`config.mk`:
```
export PLATFORM = sky130hd
export DESIGN_NAME = pmod_serial_display_flat
export DESIGN_NICKNAME = d
export VERILOG_FILES = /design/src/rtl/pmod_serial_display_pkg.sv /design/src/rtl/pmod_serial_display_if.sv /design/src/rtl/pmod_serial_display_bin2bcd_seq.sv /design/src/rtl/pmod_serial_display.sv /design/src/flat_wrapper.sv
export SDC_FILE = /design/constraint.sdc
export NUM_CORES = 1
export LEC_CHECK = 0
export ABC_CLOCK_PERIOD_IN_PS = 3650
export CORE_ASPECT_RATIO = 1.25
export CORE_UTILIZATION = 45
export CTS_CLUSTER_DIAMETER = 150
export CTS_CLUSTER_SIZE = 28
export DETAILED_ROUTE_END_ITERATION = 8
export PLACE_DENSITY = 0.72
export SYNTH_ARGS = -nofsm -noshare
export SYNTH_HDL_FRONTEND = slang
export SYNTH_SLANG_ARGS = --single-unit
```
`constraint.sdc`:
```
create_clock -name i_Clk -period 3.65 [get_ports i_Clk]
set_clock_uncertainty 0.2 [all_clocks]
set_input_delay 1.095 -clock i_Clk [delete_from_list [all_inputs] [get_ports i_Clk]]
set_output_delay 1.095 -clock i_Clk [all_outputs]
set_load 0.05 [all_outputs]
```
`src/rtl/pmod_serial_display_pkg.sv`:
```
// pmod_ser_pkg: shared constants for the PMOD serial display receiver.
//   - receiver and converter FSM state encodings
//   - active-low gfedcba segment codes for digits, dash and blank
//   - seg_of(): BCD nibble to segment code (non-decimal nibbles blank)
// No ports; imported by pmod_serial_display and bin2bcd_seq.
package pmod_ser_pkg;

  // Receiver FSM encoding
  typedef logic [2:0] rx_state_t;
  localparam rx_state_t IDLE   = 3'd0;
  localparam rx_state_t START  = 3'd1;
  localparam rx_state_t DATA   = 3'd2;
  localparam rx_state_t PARITY = 3'd3;
  localparam rx_state_t STOP   = 3'd4;

  // Converter FSM encoding
  typedef logic [1:0] cv_state_t;
  localparam cv_state_t CIDLE = 2'd0;
  localparam cv_state_t SHIFT = 2'd1;
  localparam cv_state_t DONE  = 2'd2;

  localparam logic [6:0] SEG_DIGIT [0:9] = '{
    7'b1000000, 7'b1111001, 7'b0100100, 7'b0110000, 7'b0011001,
    7'b0010010, 7'b0000010, 7'b1111000, 7'b0000000, 7'b0010000
  };
  localparam logic [6:0] SEG_DASH  = 7'b0111111;
  localparam logic [6:0] SEG_BLANK = 7'b1111111;

  function automatic logic [6:0] seg_of(input logic [3:0] nib);
    logic [6:0] seg;
    case (nib)
      4'd0:    seg = SEG_DIGIT[0];
      4'd1:    seg = SEG_DIGIT[1];
      4'd2:    seg = SEG_DIGIT[2];
      4'd3:    seg = SEG_DIGIT[3];
      4'd4:    seg = SEG_DIGIT[4];
      4'd5:    seg = SEG_DIGIT[5];
      4'd6:    seg = SEG_DIGIT[6];
      4'd7:    seg = SEG_DIGIT[7];
      4'd8:    seg = SEG_DIGIT[8];
      4'd9:    seg = SEG_DIGIT[9];
      default: seg = SEG_BLANK;
    endcase
    return seg;
  endfunction

endpackage

```
`src/rtl/pmod_serial_display_if.sv`:
```
// pmod_serial_display_if: serial input plus display/status outputs.
//   i_Serial    serial line into the receiver
//   o_Segments  7*DIGITS active-low segment codes, units in [6:0]
//   o_Value     last accepted word
//   o_Valid / o_FrameErr / o_ParityErr  one-cycle status pulses
// Modports: slave = receiver side, master = line driver / observer.
interface pmod_serial_display_if #(
  parameter int DATA_W = 8,
  parameter int DIGITS = 2
);
  logic                  i_Serial;
  logic [7*DIGITS-1:0]   o_Segments;
  logic [DATA_W-1:0]     o_Value;
  logic                  o_Valid;
  logic                  o_FrameErr;
  logic                  o_ParityErr;

  modport slave (
    input  i_Serial,
    output o_Segments, o_Value, o_Valid, o_FrameErr, o_ParityErr
  );

  modport master (
    output i_Serial,
    input  o_Segments, o_Value, o_Valid, o_FrameErr, o_ParityErr
  );
endinterface

```
`src/rtl/pmod_serial_display_bin2bcd_seq.sv`:
```
// bin2bcd_seq: sequential double-dabble, one add-3/shift iteration per cycle.
//   i_Clk, i_Rst  clock, synchronous active-high reset
//   start         load bin and begin (accepted in CIDLE or DONE)
//   bin           binary word, DATA_W bits
//   busy          high while iterating
//   done          high in the final iteration cycle; bcd holds the result then
//   bcd           4*DIGITS-bit result of the iteration in progress
module bin2bcd_seq
  import pmod_ser_pkg::*;
#(
  parameter int DATA_W = 8,
  parameter int DIGITS = 2
) (
  input  logic                  i_Clk,
  input  logic                  i_Rst,
  input  logic                  start,
  input  logic [DATA_W-1:0]     bin,
  output logic                  busy,
  output logic                  done,
  output logic [4*DIGITS-1:0]   bcd
);
  localparam int BCD_W  = 4 * DIGITS;
  localparam int ITER_W = $clog2(DATA_W);
  localparam logic [ITER_W-1:0] ITER_LAST = ITER_W'(DATA_W - 1);

  cv_state_t          state_r;
  logic [DATA_W-1:0]  bin_r;
  logic [BCD_W-1:0]   bcd_r;
  logic [ITER_W-1:0]  iter_r;
  logic [BCD_W-1:0]   corr_s;
  logic [BCD_W-1:0]   bcd_next_s;
  logic [3:0]         nib_s;

  // Add-3 correction on every nibble, then shift in the next binary MSB
  always_comb begin
    corr_s = bcd_r;
    nib_s  = 4'd0;
    for (int d = 0; d < DIGITS; d++) begin
      nib_s = bcd_r[4*d +: 4];
      if (nib_s >= 4'd5) begin
        corr_s[4*d +: 4] = nib_s + 4'd3;
      end else begin
        corr_s[4*d +: 4] = nib_s;
      end
    end
    bcd_next_s = {corr_s[BCD_W-2:0], bin_r[DATA_W-1]};
  end

  // The result is taken from the last iteration's next value so the
  // caller can register it at the same edge that completes the conversion
  assign busy = (state_r == SHIFT);
  assign done = (state_r == SHIFT) && (iter_r == ITER_LAST);
  assign bcd  = bcd_next_s;

  // Converter state, working registers and iteration counter
  always_ff @(posedge i_Clk) begin
    if (i_Rst) begin
      state_r <= CIDLE;
      bin_r   <= '0;
      bcd_r   <= '0;
      iter_r  <= '0;
    end else begin
      case (state_r)
        CIDLE, DONE: begin
          if (start) begin
            bin_r   <= bin;
            bcd_r   <= '0;
            iter_r  <= '0;
            state_r <= SHIFT;
          end else begin
            state_r <= CIDLE;
          end
        end
        SHIFT: begin
          bcd_r <= bcd_next_s;
          bin_r <= {bin_r[DATA_W-2:0], 1'b0};
          if (iter_r == ITER_LAST) begin
            state_r <= DONE;
          end else begin
            iter_r <= iter_r + 1'b1;
          end
        end
        default: state_r <= CIDLE;
      endcase
    end
  end
endmodule

```
`src/rtl/pmod_serial_display.sv`:
```
// pmod_serial_display: UART-style serial receiver driving DIGITS decimal
// seven-segment displays through a sequential binary-to-BCD converter.
//   i_Clk  system clock
//   i_Rst  synchronous active-high reset
//   bus    pmod_serial_display_if.slave (i_Serial in; o_Segments, o_Value,
//          o_Valid, o_FrameErr, o_ParityErr out)
// Build option: define PMOD_SER_PARITY_EN to expect an even-parity bit
// between the data bits and the stop bit.
module pmod_serial_display
  import pmod_ser_pkg::*;
#(
  parameter int DATA_W       = 8,
  parameter int DIGITS       = 2,
  parameter int CLKS_PER_BIT = 4
) (
  input  logic                   i_Clk,
  input  logic                   i_Rst,
  pmod_serial_display_if.slave   bus
);
  localparam int CNT_W = $clog2(CLKS_PER_BIT);
  localparam int BIT_W = $clog2(DATA_W);
  localparam logic [CNT_W-1:0] HALF_LAST = CNT_W'(CLKS_PER_BIT/2 - 1);
  localparam logic [CNT_W-1:0] BIT_LAST  = CNT_W'(CLKS_PER_BIT - 1);
  localparam logic [BIT_W-1:0] DATA_LAST = BIT_W'(DATA_W - 1);
  localparam logic [31:0]      OVF_LIMIT = 32'(10**DIGITS);

  logic                  sync_meta_r;
  logic                  rx_r;
  rx_state_t             rx_state_r;
  logic [CNT_W-1:0]      clk_cnt_r;
  logic [BIT_W-1:0]      bit_cnt_r;
  logic [DATA_W-1:0]     shift_r;
  logic [DATA_W-1:0]     value_r;
  logic                  ovf_r;
  logic                  frame_err_r;
  logic [7*DIGITS-1:0]   seg_r;
  logic                  valid_r;
  logic                  stop_tick_s;
  logic                  accept_s;
  logic                  conv_start_s;
  logic                  conv_busy_s;
  logic                  conv_done_s;
  logic [4*DIGITS-1:0]   conv_bcd_s;
`ifdef PMOD_SER_PARITY_EN
  logic                  parity_bad_r;
  logic                  parity_err_r;
`endif

  // Two-flop synchroniser; line idles high
  always_ff @(posedge i_Clk) begin
    if (i_Rst) begin
      sync_meta_r <= 1'b1;
      rx_r        <= 1'b1;
    end else begin
      sync_meta_r <= bus.i_Serial;
      rx_r        <= sync_meta_r;
    end
  end

  // Stop-bit sample point and frame acceptance
  always_comb begin
    stop_tick_s = (rx_state_r == STOP) && (clk_cnt_r == BIT_LAST);
`ifdef PMOD_SER_PARITY_EN
    accept_s    = stop_tick_s && rx_r && !parity_bad_r;
`else
    accept_s    = stop_tick_s && rx_r;
`endif
    conv_start_s = accept_s && !conv_busy_s;
  end

  // Receiver FSM: mid-bit sampling, LSB-first shift, stop/parity checks
  always_ff @(posedge i_Clk) begin
    if (i_Rst) begin
      rx_state_r   <= IDLE;
      clk_cnt_r    <= '0;
      bit_cnt_r    <= '0;
      shift_r      <= '0;
      value_r      <= '0;
      ovf_r        <= 1'b0;
      frame_err_r  <= 1'b0;
`ifdef PMOD_SER_PARITY_EN
      parity_bad_r <= 1'b0;
      parity_err_r <= 1'b0;
`endif
    end else begin
      frame_err_r  <= 1'b0;
`ifdef PMOD_SER_PARITY_EN
      parity_err_r <= 1'b0;
`endif
      case (rx_state_r)
        IDLE: begin
          clk_cnt_r <= '0;
          if (!rx_r) rx_state_r <= START;
        end
        START: begin
          // Re-check half a bit later so a short low pulse is ignored
          if (clk_cnt_r == HALF_LAST) begin
            clk_cnt_r <= '0;
            bit_cnt_r <= '0;
`ifdef PMOD_SER_PARITY_EN
            parity_bad_r <= 1'b0;
`endif
            rx_state_r <= rx_r ? IDLE : DATA;
          end else begin
            clk_cnt_r <= clk_cnt_r + 1'b1;
          end
        end
        DATA: begin
          if (clk_cnt_r == BIT_LAST) begin
            clk_cnt_r <= '0;
            shift_r   <= {rx_r, shift_r[DATA_W-1:1]};
            if (bit_cnt_r == DATA_LAST) begin
`ifdef PMOD_SER_PARITY_EN
              rx_state_r <= PARITY;
`else
              rx_state_r <= STOP;
`endif
            end else begin
              bit_cnt_r <= bit_cnt_r + 1'b1;
            end
          end else begin
            clk_cnt_r <= clk_cnt_r + 1'b1;
          end
        end
`ifdef PMOD_SER_PARITY_EN
        PARITY: begin
          if (clk_cnt_r == BIT_LAST) begin
            clk_cnt_r    <= '0;
            parity_bad_r <= rx_r ^ (^shift_r);
            rx_state_r   <= STOP;
          end else begin
            clk_cnt_r <= clk_cnt_r + 1'b1;
          end
        end
`endif
        STOP: begin
          if (stop_tick_s) begin
            clk_cnt_r  <= '0;
            rx_state_r <= IDLE;
            if (!rx_r) begin
              frame_err_r <= 1'b1;
`ifdef PMOD_SER_PARITY_EN
            end else if (parity_bad_r) begin
              parity_err_r <= 1'b1;
`endif
            end else begin
              value_r <= shift_r;
              ovf_r   <= ({{(32-DATA_W){1'b0}}, shift_r} >= OVF_LIMIT);
            end
          end else begin
            clk_cnt_r <= clk_cnt_r + 1'b1;
          end
        end
        default: rx_state_r <= IDLE;
      endcase
    end
  end

  bin2bcd_seq #(
    .DATA_W (DATA_W),
    .DIGITS (DIGITS)
  ) u_bin2bcd (
    .i_Clk (i_Clk),
    .i_Rst (i_Rst),
    .start (conv_start_s),
    .bin   (shift_r),
    .busy  (conv_busy_s),
    .done  (conv_done_s),
    .bcd   (conv_bcd_s)
  );

  // Segment registers and valid pulse, loaded from the final BCD iteration
  always_ff @(posedge i_Clk) begin
    if (i_Rst) begin
      seg_r   <= {DIGITS{SEG_DIGIT[0]}};
      valid_r <= 1'b0;
    end else begin
      valid_r <= conv_done_s;
      if (conv_done_s) begin
        for (int d = 0; d < DIGITS; d++) begin
          seg_r[7*d +: 7] <= ovf_r ? SEG_DASH : seg_of(conv_bcd_s[4*d +: 4]);
        end
      end
    end
  end

  assign bus.o_Segments = seg_r;
  assign bus.o_Value    = value_r;
  assign bus.o_Valid    = valid_r;
  assign bus.o_FrameErr = frame_err_r;
`ifdef PMOD_SER_PARITY_EN
  assign bus.o_ParityErr = parity_err_r;
`else
  assign bus.o_ParityErr = 1'b0;
`endif
endmodule

```
`src/flat_wrapper.sv`:
```
// flat-port wrapper written by rule: the top's interface ports become plain ports
module pmod_serial_display_flat import pmod_ser_pkg::*;
#(
  parameter int DATA_W       = 8,
  parameter int DIGITS       = 2,
  parameter int CLKS_PER_BIT = 4
)
  (i_Clk, i_Rst, bus_i_Serial, bus_o_Segments, bus_o_Value, bus_o_Valid, bus_o_FrameErr, bus_o_ParityErr);
  pmod_serial_display_if #(.DATA_W(DATA_W), .DIGITS(DIGITS)) bus_i ();
  input  logic i_Clk;
  input  logic i_Rst;
  input wire logic [$bits(bus_i.i_Serial)-1:0] bus_i_Serial;
  output wire logic [$bits(bus_i.o_Segments)-1:0] bus_o_Segments;
  output wire logic [$bits(bus_i.o_Value)-1:0] bus_o_Value;
  output wire logic [$bits(bus_i.o_Valid)-1:0] bus_o_Valid;
  output wire logic [$bits(bus_i.o_FrameErr)-1:0] bus_o_FrameErr;
  output wire logic [$bits(bus_i.o_ParityErr)-1:0] bus_o_ParityErr;
  assign bus_i.i_Serial = bus_i_Serial;
  assign bus_o_Segments = bus_i.o_Segments;
  assign bus_o_Value = bus_i.o_Value;
  assign bus_o_Valid = bus_i.o_Valid;
  assign bus_o_FrameErr = bus_i.o_FrameErr;
  assign bus_o_ParityErr = bus_i.o_ParityErr;
  pmod_serial_display #(.DATA_W(DATA_W), .DIGITS(DIGITS), .CLKS_PER_BIT(CLKS_PER_BIT)) u_core (.i_Clk(i_Clk), .i_Rst(i_Rst), .bus(bus_i));
endmodule
```
# After elaboration in Yosys (flattened, before gate mapping)
# Memory sizes are Yosys's and may differ from the RTL's.
# Cells that the tools add are included.
# Widths: inputs -> output; s select.
dict set report op_classes {
  muxes 30
  addsub 5
  n_bitwise 2
  magnitude_cmp 3
  eq_ne 18
  reduce_logical 18
}
# cell n
set ops {}
lappend ops {{$mux 3} 11}
lappend ops {{$pmux 8 s2} 2}
lappend ops {{$mux 8} 2}
lappend ops {{$mux 7} 2}
lappend ops {{$pmux 3 s2} 2}
lappend ops {{$pmux 3 s4} 1}
lappend ops {{$mux 2} 5}
lappend ops {{$ne 2x1->1 const B} 5}
lappend ops {{$eq 3x3->1 const B} 3}
lappend ops {{$ge 4x3->1 const B} 2}
lappend ops {{$ge 8x7->1 const B} 1}
lappend ops {{$ne 2x2->1 const B} 4}
lappend ops {{$pmux 2 s4} 1}
lappend ops {{$add 3x1->3 const B} 2}
lappend ops {{$reduce_and 3->1} 2}
lappend ops {{$reduce_and 5->1} 1}
lappend ops {{$add 4x2->4 const B} 1}
lappend ops {{$eq 2x1->1 const B} 2}
lappend ops {{$eq 2x2->1 const B} 2}
lappend ops {{$logic_and 1x1->1} 4}
lappend ops {{$mux 4} 1}
lappend ops {{$pmux 2 s2} 1}
lappend ops {{$reduce_and 2->1} 2}
lappend ops {{$reduce_and 4->1} 1}
lappend ops {{13 further kinds} 16}
dict set report word_totals {
  input_bits 3
  regBits 64
  mem_bits_ro 224
  mem_count 2
}
# name words width rd rd_ports_with_merged_regs write_ports line
set memory_table {}
lappend memory_table {{(name not given)} 16 7 1 0 0 pmod_serial_display_pkg.sv:31} ;# case (nib)
lappend memory_table {{(name not given)} 16 7 1 0 0 pmod_serial_display_pkg.sv:31}

# Depth between registers and ports, before layout
dict set report depth {
  ltp_word 6
  ltp_mapped 10
  mapped_depth_nobuf 10
}

# Cells and area by module
# A second synthesis with hierarchy kept.
dict set report unflattened {
  hier_cells 375
  hier_area_um2 3135.5
}
# module instances cells_each area_each_um2 seq_area_each_um2
set modules_own_cells {}
lappend modules_own_cells {pmod_serial_display 1 250 2080.7 860.8}
lappend modules_own_cells {bin2bcd_seq 1 125 1054.8 420.4}

# Worst setup path before layout
# Ideal clock, no wire load.
dict set report synth_timing {
  kind {flip-flop to flip-flop}
  start {register u_core.u_bin2bcd.bcd_r[0]}
  end {register u_core.seg_r[1], in the netlist u_core.bus.o_Segments[1]}
  setup_ps 86
  path_buffers 0
  t_arrival_ps 2233
  slack_ps 1131
  stages_incl_launch_ff 10
  path_cell_list {dfxtp_1 > inv_1 > ha_1 > and2b_4 > o31ai_4 > or2_2 > inv_1 > ha_1 > or3_1 > a211oi_1}
}
dict set report synth_via {
  elab_chain_cells 4
}
# item line
set synth_lines {}
lappend synth_lines {{from (decl)} pmod_serial_display_bin2bcd_seq.sv:28} ;# logic [BCD_W-1:0] bcd_r;
lappend synth_lines {{from (signal assigned)} pmod_serial_display_bin2bcd_seq.sv:75} ;# bcd_r <= bcd_next_s;
lappend synth_lines {{$add 4x2->4 or $ge 4x3->1 (tied branches)} {pmod_serial_display_bin2bcd_seq.sv:41, pmod_serial_display_bin2bcd_seq.sv:40}}
lappend synth_lines {{$mux 4 *} pmod_serial_display_bin2bcd_seq.sv:40} ;# if (nib_s >= 4'd5) begin
lappend synth_lines {{$mem_v2 16x7 *} --}
lappend synth_lines {{$mux 7 *} pmod_serial_display.sv:181} ;# seg_r[7*d +: 7] <= ovf_r ? SEG_DASH : seg_of(conv_bcd_s[4*d +: 4]);
lappend synth_lines {{to (signal assigned)} pmod_serial_display.sv:175} ;# seg_r <= {DIGITS{SEG_DIGIT[0]}};
lappend synth_lines {{to (signal, indexed assignment)} pmod_serial_display.sv:181}
lappend synth_lines {{to (decl)} pmod_serial_display.sv:36} ;# logic [7*DIGITS-1:0] seg_r;
# Mark *: on every way between the ends. The rest lies on a longest branch, timed or not.
# A chain may end at the register's enable or synchronous reset.

# Worst setup path after layout
dict set report layout_timing {
  start {register u_core.u_bin2bcd.bcd_r[0]}
  end {register u_core.seg_r[5], in the netlist u_core.bus.o_Segments[5]}
}
# The elaborated chain is that of the path after synthesis.

==> flow_summary.json <==
{
  "ff2ff_setup_slack_ps": 850,
  "rr_startpoint": "u_core.u_bin2bcd.bcd_r[0]",
  "synth_area_sq_um": 3210,
  "clkSinkCount": 64,
  "fp.dieW_um": 77.5,
  "grt_pass1_wl_mm": 10.9,
  "arrival_ps": 2800,
  "period_share_pct": 76.7,
  "route.detailed.wl_per_inst_um": 12.6,
  "fp.dieH_um": 96.4,
  "cts_buffer_depth": 2,
  "hp-class": "flip-flop to flip-flop",
  "p_leak_nw": 1.41,
  "synthFlopType": "dfxtp_1",
  "drtIter0Drc": 119,
  "synth_area_per_cell_sq_um": 8.33,
  "rsz0062_at_grt": "no",
  "status": "finished clean",
  "cts_setup_buffers": 0,
  "max_stage_delay_ps": 480,
  "synth_area_leaders": "dfxtp_1 40%, nor2_1 6.1%, a21oi_1 5.6%, ha_1 5.5%, nand2_1 5.0%",
  "peakVddDrop_uv": 204,
  "end_kind": "flip-flop",
  "synth-async-reset-ratio_pct": 0,
  "cts_resized": 0,
  "max_freq_mhz": 357,
  "die_area_sq_um": 7470,
  "numCtsBuffers": 9,
  "nets": 417,
  "postSynthCellCount": 385,
  "row_count": 34,
  "max_slew_margin_pct": 36.6,
  "cpMaxStageDelayCell": "nor4b_1",
  "synth_top_area_share_pct": 40.0,
  "p_per_area_nw_per_um2": 349,
  "io_pins": 28,
  "gp_congestion": 0.812,
  "synth_edf_count": 0,
  "setup_tns_ps": 0,
  "synth.distinct_cells": 61,
  "vias": 2670,
  "area_growth_syn_to_layout_pct": 13.0,
  "tightest_slew_ps": 951,
  "clkTransAtPathRegs_ps": 70,
  "finalHoldViolCount": 0,
  "syn_nets": 402,
  "num-fill-cells": 658,
  "synth.most_common_cell": "dfxtp_1",
  "initial_utilization_pct": 46.2,
  "ys_seq_elements": 64,
  "drt-pass1-iter-count": 4,
  "cts_tree": "done",
  "multiInputGateArea_sq_um": 1720,
  "setup_viol": 0,
  "dpl.hpwl_mm": 4.36,
  "worstPathRequired_ps": 3660,
  "yosysTopAreaCell": "dfxtp_1",
  "cts-root-buf": "clkbuf_8",
  "holdBufCountCts": 0,
  "crit_buf_inv": 2,
  "grt_pass1_vias": 2423,
  "viasPerCell": 5.39,
  "ant_nets": 0,
  "final_area_sq_um": 3620,
  "placed_cell_area_sq_um": 3450,
  "htree_levels": 3,
  "drv_slew": 0,
  "ys_warn_count": 0,
  "clk_latency_ps": 340,
  "grt_usage_pct": 18.3,
  "grt_max_degree": 32,
  "overflow": 0,
  "crit_family": "simple AND/OR/NAND/NOR gates",
  "diodes": 0,
  "cap_violations": 0,
  "regArea_sq_um": 1280,
  "port-buffer-count": 26,
  "synth_commonest_cells": "64 x dfxtp_1, 52 x nor2_1, 43 x nand2_1, 36 x a21oi_1, 17 x inv_1",
  "startpoint_type": "flip-flop",
  "coreArea_sq_um": 6930,
  "crit_chain": "inv_1 > ha_1 > and2b_4 > o31ai_4 > or2_2 > inv_1 > ha_1 > nor4b_1 > a31o_1 > a211oi_2",
  "criticalPathCategory": "flip-flop to flip-flop",
  "drc_errors": 0,
  "crit_fanout": 6,
  "drive_gt1_share_pct": 7.90,
  "r2r_end": "u_core.bus.o_Segments[5]",
  "antenna_found_initial": 0,
  "min_from": "u_core.sync_meta_r",
  "drt-total-wl_mm": 6.26,
  "r2r_cells": 10,
  "post-route-min-period_ps": 2800,
  "holdPathStages": 1,
  "hold_end": "u_core.rx_r",
  "yosysSeqAreaShare_pct": 40.0
}
flip-flops by register name (all words and copies together) (netlist names), 2 cells and up:
signal                    cells
u_core.bit_cnt_r              3
u_core.bus.o_Segments        14
u_core.bus.o_Value            8
u_core.clk_cnt_r              2
u_core.rx_state_r             3
u_core.shift_r                8
u_core.u_bin2bcd.bcd_r        8
u_core.u_bin2bcd.bin_r        8
u_core.u_bin2bcd.iter_r       3
u_core.u_bin2bcd.state_r      2
layout by cell type, fill, tap and decap left out, drive strengths merged, types with 4 or more instances in the layout:
cell / Yosys / final
clkdlybuf4s50: 0 / 25
o21ai: 7 / 7
nor2: 53 / 53
nand2: 43 / 43
inv: 17 / 17
nor2b: 6 / 6
clkinv: 0 / 6
ha: 14 / 14
nor3: 9 / 9
clkbuf: 15 / 9
mux2i: 10 / 10
a31oi: 6 / 6
a311oi: 7 / 7
nand2b: 6 / 6
or3: 4 / 4
nor4: 4 / 4
a211oi: 10 / 10
or2: 7 / 7
a21oi: 38 / 38
o31ai: 6 / 6
nand3: 11 / 11
dfxtp: 64 / 64
through the flow:
| stage | setup WS (ps) | power, mW | utilization [%] | instances | hold WS (ps) |
|---|---|---|---|---|---|
| 2_1_floorplan | 1130 | 0.745 | - | 385 | 189 |
| 3_3_place_gp | 1060 | 0.749 | 49.7 | 479 | 195 |
| 3_5_place_dp | 984 | 0.749 | 49.7 | 479 | 194 |
| 4_1_cts | 842 | 1.28 | 52.2 | 495 | 211 |
| 5_1_grt | 727 | 1.31 | 52.2 | 495 | 229 |
| 6_report | 852 | 1.26 | 52.2 | 495 | 212 |
worst max-delay path by stage:
stage                              startpoint                  endpoint  slack, ps  depth (start not counted)
finish              u_core.u_bin2bcd.bcd_r[0]  u_core.bus.o_Segments[5]        850                         10
global route        u_core.u_bin2bcd.bcd_r[0]  u_core.bus.o_Segments[5]        730                         10
CTS                 u_core.bus.o_Segments[10]        bus_o_Segments[10]        840                          1
detailed placement  u_core.u_bin2bcd.bcd_r[0]  u_core.bus.o_Segments[1]        980                          9
global placement    u_core.u_bin2bcd.bcd_r[0]  u_core.bus.o_Segments[1]       1060                          9
floorplan           u_core.u_bin2bcd.bcd_r[0]  u_core.bus.o_Segments[1]       1130                          9
where the power goes:
group	switching (mW)	leakage, nW	internal [mW]	total, mW
sequential	0.00270	0.516	0.700	0.703
combinational	0.0203	0.801	0.00964	0.0299
clock	0.286	0.0889	0.245	0.532
routing by layer:
layer / share of wire [%] / global-route usage [%] / vias to the layer above
met5: 0 / 0 / -
met4: 1.4 / 8.49 / 0
met3: 3.9 / 3.98 / 10
met2: 50 / 31.8 / 54
met1: 45 / 21.7 / 1222
li1: - / - / 1384
cells by family (layout without fill, tap and decap cells):
kind of cell	Yosys count	after routing	share of synthesized area (%)
adders and majority gates	15	15	5.78
muxes	10	10	3.12
buffers and inverters	41	61	6.32
other	1	1	0.117
DFF	64	64	40.0
AOI/OAI and AO/OA	94	94	20.1
and+or+nand+nor	158	158	23.7
xor gates and xnor gates	2	2	0.976
worst register-to-register path, delay by kind of cell, from the launching register on:
family / cells / cell delay (ps)
AOI/OAI and AO/OA: 3 / 480
adders and majority gates: 2 / 480
buffers and inverters: 2 / 180
DFF: 1 / 430
and+or+nand+nor: 3 / 890
layout make-up:
type,count,area share [%]
Multi-Input combinational cell,280,47.5
Sequential cell,64,35.4
Timing Repair Buffer,28,7.46
Clock buffer,9,3.42
Tap cell,90,3.11
Inverter,17,1.76
Clock inverter,7,1.35
Power figures use the tool's default switching activity.
